<file path="config.mk">
export PLATFORM = sky130hd
export DESIGN_NAME = r5p_tcb_arbiter
export DESIGN_NICKNAME = d
export VERILOG_FILES = /design/src/rtl/r5p_tcb_arbiter.sv
export SDC_FILE = /design/constraint.sdc
export NUM_CORES = 1
export LEC_CHECK = 0
export ABC_AREA = 1
export BUFFER_PORTS_ARGS = -buffer_cell sky130_fd_sc_hd__buf_2
export CAP_MARGIN = 20
export CORE_AREA = 2 2 120 122
export DETAILED_ROUTE_END_ITERATION = 7
export DIE_AREA = 0 0 122 124
export MAX_ROUTING_LAYER = met4
export PLACE_DENSITY_LB_ADDON = 0.08
export SLEW_MARGIN = 10
export SYNTH_ARGS = -nofsm -noshare
export SYNTH_HDL_FRONTEND = slang
export SYNTH_SLANG_ARGS = --single-unit
export TNS_END_PERCENT = 100
</file>
<file path="constraint.sdc">
create_clock -name clk -period 1.5 [get_ports clk]
set_input_delay 0.075 -clock clk [delete_from_list [all_inputs] [get_ports clk]]
set_output_delay 0.075 -clock clk [all_outputs]
set_load 0.005 [all_outputs]
</file>
<file path="src/rtl/r5p_tcb_arbiter.sv">
// Two-requester TCB arbiter: shares one DLY=1 system bus between two managers,
// holds the grant across a stalled request and routes each response to its owner.
module r5p_tcb_arbiter #(
    parameter int unsigned ABW    = 32,
    parameter int unsigned DBW    = 32,
    parameter bit          ARB_RR = 1'b1
) (
    input  logic                clk,
    input  logic                rst_n,
    // requester side
    input  logic [1:0]          sub_vld,
    input  logic [1:0]          sub_wen,
    input  logic [1:0][ABW-1:0] sub_adr,
    input  logic [1:0][2:0]     sub_fn3,
    input  logic [1:0][DBW-1:0] sub_wdt,
    output logic [1:0][DBW-1:0] sub_rdt,
    output logic [1:0]          sub_err,
    output logic [1:0]          sub_rdy,
    // shared bus side
    output logic                man_vld,
    output logic                man_wen,
    output logic [ABW-1:0]      man_adr,
    output logic [2:0]          man_fn3,
    output logic [DBW-1:0]      man_wdt,
    input  logic [DBW-1:0]      man_rdt,
    input  logic                man_err,
    input  logic                man_rdy
);

    logic       lck;      // grant held for a stalled request
    logic       lck_id;   // owner of the held grant
    logic       lst;      // last requester that completed a transfer
    logic       rsp_vld;  // a response is due this cycle
    logic       rsp_id;   // owner of that response
    logic [1:0] gnt;
    logic       gid;
    logic       man_trn;

    // Grant selection; forced idle while reset is asserted.
    always_comb begin
        gnt = 2'b00;
        if (!rst_n) begin
            gnt = 2'b00;
        end else if (lck) begin
            gnt = lck_id ? 2'b10 : 2'b01;
        end else if (&sub_vld) begin
            // round-robin favours the requester that did not go last
            gnt = (ARB_RR && !lst) ? 2'b10 : 2'b01;
        end else begin
            gnt = sub_vld;
        end
    end

    assign gid     = gnt[1];
    assign man_trn = man_vld & man_rdy;
    assign sub_rdy = gnt & {2{man_rdy}};

    // Request mux: granted requester drives the shared bus, zeros when idle.
    always_comb begin
        man_vld = |(sub_vld & gnt);
        man_wen = 1'b0;
        man_adr = '0;
        man_fn3 = '0;
        man_wdt = '0;
        unique case (gnt)
            2'b01: begin
                man_wen = sub_wen[0];
                man_adr = sub_adr[0];
                man_fn3 = sub_fn3[0];
                man_wdt = sub_wdt[0];
            end
            2'b10: begin
                man_wen = sub_wen[1];
                man_adr = sub_adr[1];
                man_fn3 = sub_fn3[1];
                man_wdt = sub_wdt[1];
            end
            default: ;
        endcase
    end

    // Lock, round-robin history and response ownership.
    always_ff @(posedge clk or negedge rst_n) begin
        if (!rst_n) begin
            lck     <= 1'b0;
            lck_id  <= 1'b0;
            lst     <= 1'b1;
            rsp_vld <= 1'b0;
            rsp_id  <= 1'b0;
        end else begin
            // a stalled request keeps the grant; a dropped owner releases it
            lck <= man_vld & ~man_rdy;
            if (man_vld & ~man_rdy) begin
                lck_id <= gid;
            end
            rsp_vld <= man_trn;
            if (man_trn) begin
                lst    <= gid;
                rsp_id <= gid;
            end
        end
    end

    // Response demux: only the owner of last cycle's transfer sees data.
    always_comb begin
        sub_rdt = '0;
        sub_err = '0;
        if (rsp_vld) begin
            sub_rdt[rsp_id] = man_rdt;
            sub_err[rsp_id] = man_err;
        end
    end

endmodule
</file>
==> results by group, run 1 <==
Route
  – Final WL: 10.9 mm
  – Drt pass-1 iters: 4
  – DRC: 0
  – Detailed-route via count: 3479
  – Post-DR vias/cell: 3.98
  – Antenna Nets Post-Route: 0
  – Starting DRT DRC Count: 112
  – WL/cell: 12.4 um

Logic synthesis
  – Adder-cell area share of the yosys netlist: 1.48%
  – Main combinational cell family by area after synthesis: simple AND/OR/NAND/NOR gates
  – Syn_nets: around 550
  – Number of synthesized register bits: 5
  – Simple-gate portion of the synthesized area: 52.2%
  – Synth Instances: 373
  – Synth Area in Compound Gates: 20.8%
  – Yosys cell types: 18
  – Post-synthesis mux area share: 0%
  – Syn_area_per_cell: 4.52 um2
  – Top cells by area, synth: nand2_1 (33%), a21oi_1 (20%), nor2_1 (15%)
  – Area leader, netlist: nand2_1
  – Post-synthesis xor/xnor area fraction: 0%
  – Post-Syn Area: 1690 um2
  – Sequential fraction of the synthesis area: 7.49%
  – YS warnings: 0
  – Yosys top cell area share: 33.2%

Timing
  – Worst slew pin tran: 0.214 ns
  – Worst Skew: 0.00132 ns
  – Final hold slack: 0.101 ns
  – RSZ-0062 raised after global routing: true
  – Fin crit share: 134%
  – Rel. slew slack: between 80% and 90%
  – Final Max Slew Viols: 0
  – Final Hold Fails: 0
  – Setup-failing EPs final: 70
  – Post-route minimum period: 2.01 ns
  – Setup ws final: -0.507 ns
  – Max frequency: 498 MHz
  – Final setup TNS: -32.04 ns

Power and ir drop
  – VDD IR max: 0.000276 V
  – Power Dens Cells: just over 500 nW/um2
  – Pleak: 0.00247 uW

Floorplanning
  – # rows: 43
  – Die width: 122 um
  – Effective utilization at floorplan: 12.3%
  – Core area: 13700 um2
  – Die area: between 15000 and 20000 um2
  – Height of the die: around 120 um
  – I/O pin count: 311

Cells and area
  – Layout area overhead: 155%
  – Layout Nets: 871
  – Share of cells above drive strength 1: 62.4%
  – Post-layout instance area: 4300 um2

GRT
  – GR Overflow Total: 0
  – Vias in the first global route: 3115
  – Overall routing resource usage: 12.4%
  – Largest net degree at the start of global routing: 41
  – Initial antenna violation count: 1
  – First-pass GRT wire length: 14.6 mm

Placed design
  – Placed cell area: roughly 3800 um2
  – Final Wtd Congestion: 0.744
  – Dpl ws: -0.332 ns
  – Hpwl dp: 8.56 mm
  – Port bufs: 310

Worst setup path
  – Reg-to-Reg Start: lst
  – Crit path capture type: primary output
  – Critical Path Source: lst
  – Setup CP Type: reg -> out
  – Worst endpoint data arrival time: 1.93 ns
  – Critical Path Start Type: register
  – Largest fanout on the critical path: 5
  – WP data required: 1.42 ns

Clock network
  – Skew-Pair Late Insertion Delay: 0.23 ns
  – CTS max path bufs: 2
  – H-tree depth: 1
  – Clock buffers created by TritonCTS: 3
  – CTS tree: built
  – Clock sink count: 5
  – Clock root cell: clkbuf_16
  – Clock-pin slew on the worst setup and hold paths: 0.03 ns

Min path
  – Hold path start: man_rdy
  – Hold Path Class: in -> reg

Run status
  – Violated checks: negative setup slack
  – Status: finished with violations

Flow run
  – Number of max-cap violations: 0
## path summary, 6_finish.rpt
check	to	slack, ns	depth (start not counted)
max reg2reg	lst	0.03	11
max in group asynchronous	lst	0.89	3
min in group asynchronous	rsp_id	0.41	3
min reg2reg	rsp_id	0.49	2
min	rsp_vld	0.10	3
max	man_wdt[18]	-0.51	10
## power by group
| group | switching [uW] | internal, uW | leakage (uW) | total, uW |
|---|---|---|---|---|
| registers | 14.0 | 161 | 0.0000638 | 175 |
| logic | 739 | 811 | 0.00236 | 1550 |
| clock network | 84.8 | 352 | 0.0000382 | 437 |
## critical path, cell delays in order (launching register included)
cell and delay (ns):
dfstp_2 0.36, buf_6 0.11, nand2_4 0.06, nand3_4 0.07
a21boi_4 0.19, inv_2 0.08, ha_4 0.29, buf_12 0.16
clkbuf_16 0.15, a21oi_2 0.10, buf_2 0.12
## cell usage after synthesis, drive strengths merged
master  number
nand3        4
dfrtp        4
clkbuf       8
ha           2
nand2      151
inv         40
nand3b       1
buf         22
a21boi       1
nor2        70
a21oi       68
nand4        1
dfstp        1
## layer usage
metal  vias to the layer above  global-route usage [%]  part of all wire, %
li1                       1778                       -                    -
met1                      1495                    12.4                   36
met2                       197                    25.1                   54
met3                         9                    2.11                  9.2
met4                         0                    2.23                 0.92
met5                         -                       -                    0
## metrics by stage
step / util [%] / total power (uW) / cells
2_1_floorplan: - / 790 / 373
3_3_place_gp: 27.8 / 1390 / 855
3_5_place_dp: 27.8 / 1390 / 855
4_1_cts: 30.1 / 2060 / 871
5_1_grt: 31.3 / 2330 / 875
6_report: 31.3 / 2160 / 875
## cells by family (layout without fill, tap and decap cells)
group / Yosys count / after routing
simple gates: 227 / 227
buf+inv: 70 / 391
compound gates: 69 / 69
flops: 5 / 5
fa+ha+maj: 2 / 2
other cells: 0 / 1
## registers in the layout, summed over array words and instances (netlist names)
register,flops
lck,1
rsp_vld,1
lst,1
rsp_id,1
lck_id,1
## cells in the final DEF (no fill, tap or decap), drive strengths merged, types with 2 or more instances in the layout
cell type,count
a21oi,68
buf,343
clkbuf,7
dfrtp,4
ha,2
inv,40
nand2,151
nand3,4
nor2,70
## layout make-up
| type | count | area, um2 |
|---|---|---|
| clock buffer | 4 | 78.8 |
| antenna | 1 | 2.50 |
| multi-input combinational | 298 | 1580 |
| fill | 1545 | 9420 |
| timing repair buffer | 347 | 2140 |
| sequential | 5 | 126 |
| tap | 180 | 225 |
| inverter | 40 | 150 |
## repair_timing
item | 4_1_cts | 5_1_grt
hold buffers | 1 | 0
pin swaps | 3 | 5
endpoints found under the setup margin | 70 | 71
gates cloned | 4 | 3
hold endpoints to repair | 5 | 0
buffers inserted | 7 | 1
gates resized for setup | 17 | 21
(Power assumes the default switching activity.)
==> run 2, diff against run 1 <==
--- a/config.mk
+++ b/config.mk
@@ -12,7 +12,7 @@
 export DETAILED_ROUTE_END_ITERATION = 7
 export DIE_AREA = 0 0 122 124
 export MAX_ROUTING_LAYER = met4
-export PLACE_DENSITY_LB_ADDON = 0.08
+export PLACE_DENSITY = 0.48
 export SLEW_MARGIN = 10
 export SYNTH_ARGS = -nofsm -noshare
 export SYNTH_HDL_FRONTEND = slang
==> run 2 against run 1 <==
Effect of this change: the flow still finishes with violations (negative setup slack); critical path depth is 1 lower; via count down 1.4%; hold slack improved by 0.0095 ns; global-route usage about the same; register-to-register slack gained 0.11 ns; count of clock-buffer cells in the layout unchanged; setup slack gained 0.030 ns; combinational power is 6% lower; largest cell class unchanged.
==> results by group, run 2 (same netlist as run 1, synthesis figures left out) <==
Power and ir drop
  – Pleak: 0.00249 uW (+0.87%)
  – Pint: 1220 uW (-7.4%)
  – Sequential power share: 8.5% (+0.4 points)
  – Power Dens Cells: 475 nW/um2 (-5.5%)
  – VDD IR max: 0.000271 V (-1.5%)
  – Net switching power figure: 835 uW (-0.31%)
  – Sw frac: 40.5% (+1.8 points)
  – Clock share of power: 21.3% (+1.1 points)
  – Combinational power share: 70.2% (-1.5 points)

Cells and area
  – Storage element area: 126 um2 (unchanged)
  – Layout Nets: 875 (+0.46%)
  – # diodes: 0 (-1)
  – Share of cells above drive strength 1: 64.6% (+2.2 points)
  – Multi-input logic area: 1620 um2 (+3.1%)
  – Post-layout instance area: 4340 um2 (+0.87%)
  – Layout area overhead: 157%
  – Most common cell after layout, fill and taps aside: buf_2
  – Fillers: 1543 (-0.13%)
  – Most frequent cells in the layout: buf_2 (308), nand2_1 (130), nor2_1 (67)

GRT
  – Met3 Usage GRT: 2.01% (-0.092 points)
  – GR Overflow Total: 0 (unchanged)
  – Vias in the first global route: 3028 (-2.8%)
  – GR Util met1: 13.1% (+0.78 points)
  – Grt peak-use layer: met2
  – Overall routing resource usage: 12.3% (-0.025 points)
  – Initial antenna violation count: 0 (-1)
  – First-pass GRT wire length: 14.4 mm (-1.4%)
  – Grt met2 use: 23.6% (-1.5 points)
  – Largest net degree at the start of global routing: 37 (-9.8%)

Clock network
  – Clock root cell: clkbuf_16
  – Clock sink count: 5 (unchanged)
  – CTS max path bufs: 2 (unchanged)
  – CTS tree: built
  – H-tree depth: 1 (unchanged)
  – Clock buffers created by TritonCTS: 3 (unchanged)
  – Clock-pin slew on the worst setup and hold paths: 0.03 ns (about the same)
  – Skew-Pair Late Insertion Delay: 0.23 ns (about the same)

Worst setup path
  – Largest fanout on the critical path: 10 (+5)
  – Setup CP Type: reg -> out
  – Critical Path Start Type: register
  – Crit path capture type: primary output
  – WP data required: 1.42 ns (about the same)
  – Worst endpoint data arrival time: 1.90 ns (-0.03 ns)
  – Setup slack, reg-to-reg: 0.14 ns (+0.11 ns)

Run status
  – Status: finished with violations
  – Violated checks: negative setup slack

Timing
  – Final hold slack: 0.110 ns (+0.00949 ns)
  – Setup ws final: -0.477 ns (+0.0299 ns)
  – RSZ-0062 raised after global routing: true
  – Final setup TNS: -30.22 ns (+1.82 ns)
  – Post-route minimum period: 1.98 ns (-0.0299 ns)
  – Max frequency: 506 MHz (+1.5%)
  – Final Hold Fails: 0 (unchanged)
  – Worst slew pin tran: 0.261 ns (+0.0463 ns)
  – Setup-failing EPs final: 69 (-1.4%)
  – Worst Skew: 0.000580 ns (-0.000742 ns)
  – Final Max Slew Viols: 0 (unchanged)
  – Rel. slew slack: 82.6% (-3.1 points)
  – Fin crit share: 132% (-2.0 points)

Floorplanning
  – # rows: 43 (unchanged)
  – Effective utilization at floorplan: 12.3% (unchanged)
  – Die area: 15100 um2 (unchanged)
  – Die width: 122 um (unchanged)
  – I/O pin count: 311 (unchanged)
  – Core area: 13700 um2 (unchanged)
  – Height of the die: 124 um (unchanged)

Route
  – DRC: 0 (unchanged)
  – Post-DR vias/cell: 3.91 (-1.7%)
  – Antenna Nets Post-Route: 0 (unchanged)
  – Starting DRT DRC Count: 82 (-27%)
  – Detailed-route via count: 3431 (-1.4%)
  – Final WL: 11.0 mm (+1.4%)
  – Drt pass-1 iters: 4 (unchanged)
  – WL/cell: 12.6 um (+1.0%)

Placed design
  – Dpl ws: -0.322 ns (+0.00976 ns)
  – Final Wtd Congestion: 0.726 (-2.4%)
  – Hpwl dp: 8.84 mm (+3.3%)
  – Port bufs: 310 (unchanged)
  – Placed cell area: 3830 um2 (+0.33%)

Min path
  – Hold Path Class: in -> reg

Flow run
  – Number of max-cap violations: 0 (unchanged)
run 2: per-layer routing:
metal,vias up,routed length [um]
met5,-,0
met4,0,144
met3,6,929
met2,187,5790
met1,1455,4160
li1,1783,-
run 2: layout make-up:
cell class / instances / area share [%]
Sequential cell: 5 / 2.91
Inverter: 40 / 3.46
Clock buffer: 4 / 1.82
Multi-Input combinational cell: 298 / 37.5
Tap cell: 180 / 5.19
Timing Repair Buffer: 351 / 49.1
run 2: timing repair:
action	4_1_cts	5_1_grt
hold buffers	1	0
cloned	1	5
resized for setup	22	41
setup endpoints to repair	70	71
endpoints found under the hold margin	5	0
buffers inserted	3	6
pin swaps	5	9
run 2: worst paths after layout:
kind | from | endpoint | cells after the start
worst min-delay path | man_rdy | rsp_vld | 3
max in group asynchronous | rst_n | lst | 3
worst max register to register | lst | rsp_id | 9
min in group asynchronous | rst_n | lck | 3
worst max-delay path | lst | man_adr[28] | 9
worst min register to register | lst | lst | 2
run 2: worst max-delay path: stages (launching register included):
cell and delay, ns:
dfstp_2 0.52, nand3b_1 0.14, nand3_2 0.10, nor2_4 0.14
ha_4 0.17, buf_6 0.13, buf_6 0.13, nand2_1 0.08
a21oi_1 0.14, buf_2 0.12
run 2: power groups by stage:
stage          Sequential (uW)  Combinational, uW  Clock (uW)
3_3_place_gp               175               1210           0
3_5_place_dp               176               1200           0
4_1_cts                    175               1290         441
2_1_floorplan              173                618           0
6_report                   176               1450         438
5_1_grt                    180               1580         464
run 2: per-stage QoR:
stage	std cells	util (%)	total power (uW)
2_1_floorplan	373	-	790
3_3_place_gp	860	27.9	1390
3_5_place_dp	860	27.9	1370
4_1_cts	868	29.5	1910
5_1_grt	878	31.6	2220
6_report	878	31.6	2060
==> run 3, diff against run 2 <==
==> constraint.sdc (replaced) <==
create_clock -name clk -period 1.7 [get_ports clk]
set_input_delay 0.085 -clock clk [delete_from_list [all_inputs] [get_ports clk]]
set_output_delay 0.085 -clock clk [all_outputs]
set_load 0.005 [all_outputs]
==> run 3 against run 2 <==
Effect of this change: sequential power decreased by 12%; largest power group unchanged; register-to-register slack improved by 0.24 ns; global-route usage decreased by 0.94 points; via count decreased by 1.4%; clock power decreased by 10%; the flow still finishes with violations (negative setup slack); critical endpoint is now man_adr[12]; sequential share of layout area increased by 0.26 points; count of clock-buffer cells in the layout unchanged.
==> results by group, run 3 (same netlist as run 1, synthesis figures left out) <==
Cells and area
  – Storage element area: 126 um2 (unchanged)
  – Most frequent cells in the layout: buf_2 (309), nand2_1 (132), nor2_1 (67), a21oi_1 (67), inv_1 (37)
  – Non-Filler Instances: 867 (-1.3%)
  – Layout area overhead: 136%
  – Final core occ: 29.0% (-2.6 points)
  – Fillers: 1592 (+3.2%)
  – Share of cells above drive strength 1: 54.4% (-10 points)
  – Layout Nets: 864 (-1.3%)
  – Multi-input logic area: 1370 um2 (-15%)
  – Most common cell after layout, fill and taps aside: buf_2
  – # diodes: 0 (unchanged)

Clock network
  – Clock root cell: clkbuf_16
  – Clock sink count: 5 (unchanged)
  – CTS tree: built
  – H-tree depth: 1 (unchanged)
  – CTS max path bufs: 2 (unchanged)
  – Clock-pin slew on the worst setup and hold paths: 0.03 ns (about the same)
  – Skew-Pair Late Insertion Delay: 0.23 ns (about the same)
  – Clock buffers created by TritonCTS: 3 (unchanged)

Timing
  – Final hold slack: 0.107 ns (-0.00377 ns)
  – Setup-failing EPs final: 68 (-1.4%)
  – Max frequency: between 400 and 500 MHz
  – Final Hold Fails: 0 (unchanged)
  – RSZ-0062 raised after global routing: true
  – Worst slew pin tran: 0.329 ns (+0.0680 ns)
  – Post-route minimum period: 2.02 ns
  – Fin crit share: 119%
  – Worst Skew: 0.000609 ns (+0.0000293 ns)
  – Setup ws final: -0.319 ns (+0.159 ns)
  – Final Max Slew Viols: 0 (unchanged)
  – Rel. slew slack: 78.1% (-4.5 points)
  – Final setup TNS: -20.25 ns (+9.97 ns)

Placed design
  – Cell Count Post-Placement: 847 (-1.5%)
  – Port bufs: 310 (unchanged)
  – Final Wtd Congestion: 0.753 (+3.6%)
  – Hpwl dp: 7.84 mm (-11%)

Flow run
  – Number of max-cap violations: 0 (unchanged)

GRT
  – Largest net degree at the start of global routing: 42 (+14%)
  – Initial antenna violation count: 0 (unchanged)
  – First-pass GRT wire length: 13.7 mm (-4.9%)
  – Overall routing resource usage: 11.4% (-0.94 points)
  – GR Overflow Total: 0 (unchanged)
  – Vias in the first global route: 2879 (-4.9%)

Power and ir drop
  – Pleak: 0.00243 uW (-2.4%)
  – Overall Power: 1630 uW (-21%)
  – VDD IR max: 0.000219 V (-19%)
  – Power Dens Cells: 410 nW/um2 (-14%)

Min path
  – Hold path start: man_rdy
  – Hold Path Class: in -> reg
  – WHS Path Cells: 3 (unchanged)
  – Hold path endpoint: rsp_vld

Route
  – WL/cell: 12.7 um (+1.1%)
  – Starting DRT DRC Count: 129 (+57%)
  – Antenna Nets Post-Route: 0 (unchanged)
  – Detailed-route via count: 3384 (-1.4%)
  – DRC: 0 (unchanged)
  – Drt pass-1 iters: 4 (unchanged)
  – Final WL: 11.0 mm (-0.21%)
  – Post-DR vias/cell: 3.90 (-0.12%)

Worst setup path
  – Largest fanout on the critical path: 12 (+2)
  – Capturing point of the worst reg2reg path: rsp_id
  – WP data required: 1.62 ns (+0.20 ns)
  – Crit path capture type: primary output
  – Setup CP Type: reg -> out
  – Worst endpoint data arrival time: 1.93 ns (+0.03 ns)
  – Worst Reg2Reg Path Length in Cells: 8 (-1)
  – Setup slack, reg-to-reg: 0.38 ns (+0.24 ns)
  – Critical Path Start Type: register
  – Reg-to-Reg Start: lck

Floorplanning
  – Die width: 122 um (unchanged)
  – Effective utilization at floorplan: 12.3% (unchanged)
  – Die area: 15100 um2 (unchanged)
  – Core area: 13700 um2 (unchanged)
  – Height of the die: 124 um (unchanged)
  – I/O pin count: 311 (unchanged)
  – # rows: 43 (unchanged)

Run status
  – Status: finished with violations
  – Violated checks: negative setup slack
[run 3: cell types whose count changed in the layout (fill, tap and decap cells not counted), sizes merged]
cell,change
buf,-13
clkbuf,+2
[run 3: final cells by class]
cell class | count | share of cell area (%)
Sequential cell | 5 | 3.18
Clock buffer | 4 | 1.98
Inverter | 40 | 3.84
Tap cell | 180 | 5.66
Multi-Input combinational cell | 298 | 34.5
Timing Repair Buffer | 340 | 50.8
[run 3: critical path: stages, from the launching register on]
cell and delay [ns]:
dfstp_2 0.52, nand3b_1 0.14, nand3_2 0.09, nor2_4 0.13, buf_6 0.12, inv_4 0.03
ha_4 0.21, clkbuf_16 0.19, nand2_2 0.07, a21oi_1 0.06, buf_2 0.13
[run 3: per-stage QoR]
stage	setup slack (ns)	cell area (um2)
4_1_cts	-0.346	3650
3_3_place_gp	-0.110	3500
5_1_grt	-0.436	3980
3_5_place_dp	-0.0978	3500
2_1_floorplan	-0.0247	1690
6_report	-0.319	3980
[run 3: how the worst max path moves through the flow]
| stage | end | slack [ns] | start |
|---|---|---|---|
| finish | man_adr[12] | -0.32 | lst |
| global route | man_wdt[2] | -0.44 | lst |
| CTS | man_adr[3] | -0.35 | lst |
| detailed placement | man_adr[3] | -0.1 | lst |
| global placement | man_adr[3] | -0.11 | lst |
| floorplan | man_fn3[0] | -0.02 | lck |
[run 3: what timing repair did]
action	CTS	global route
cloned	1	10
setup endpoints to repair	69	69
hold buffers	1	0
pin swaps	2	5
gates resized for setup	13	28
setup buffers	0	4
hold endpoints to repair	5	0
[run 3: power by group]
group	internal [uW]	switching, uW
clock	311	82.0
sequential	142	13.3
combinational	533	551
total	986	646
[run 3: metal layers]
layer  global-route usage (%)  wire, um  vias to the layer above
li1                         -         -                     1757
met1                     13.3      4400                     1465
met2                     20.9      5880                      150
met3                     1.14       590                       12
met4                     2.87       123                        0
met5                        -         0                        -
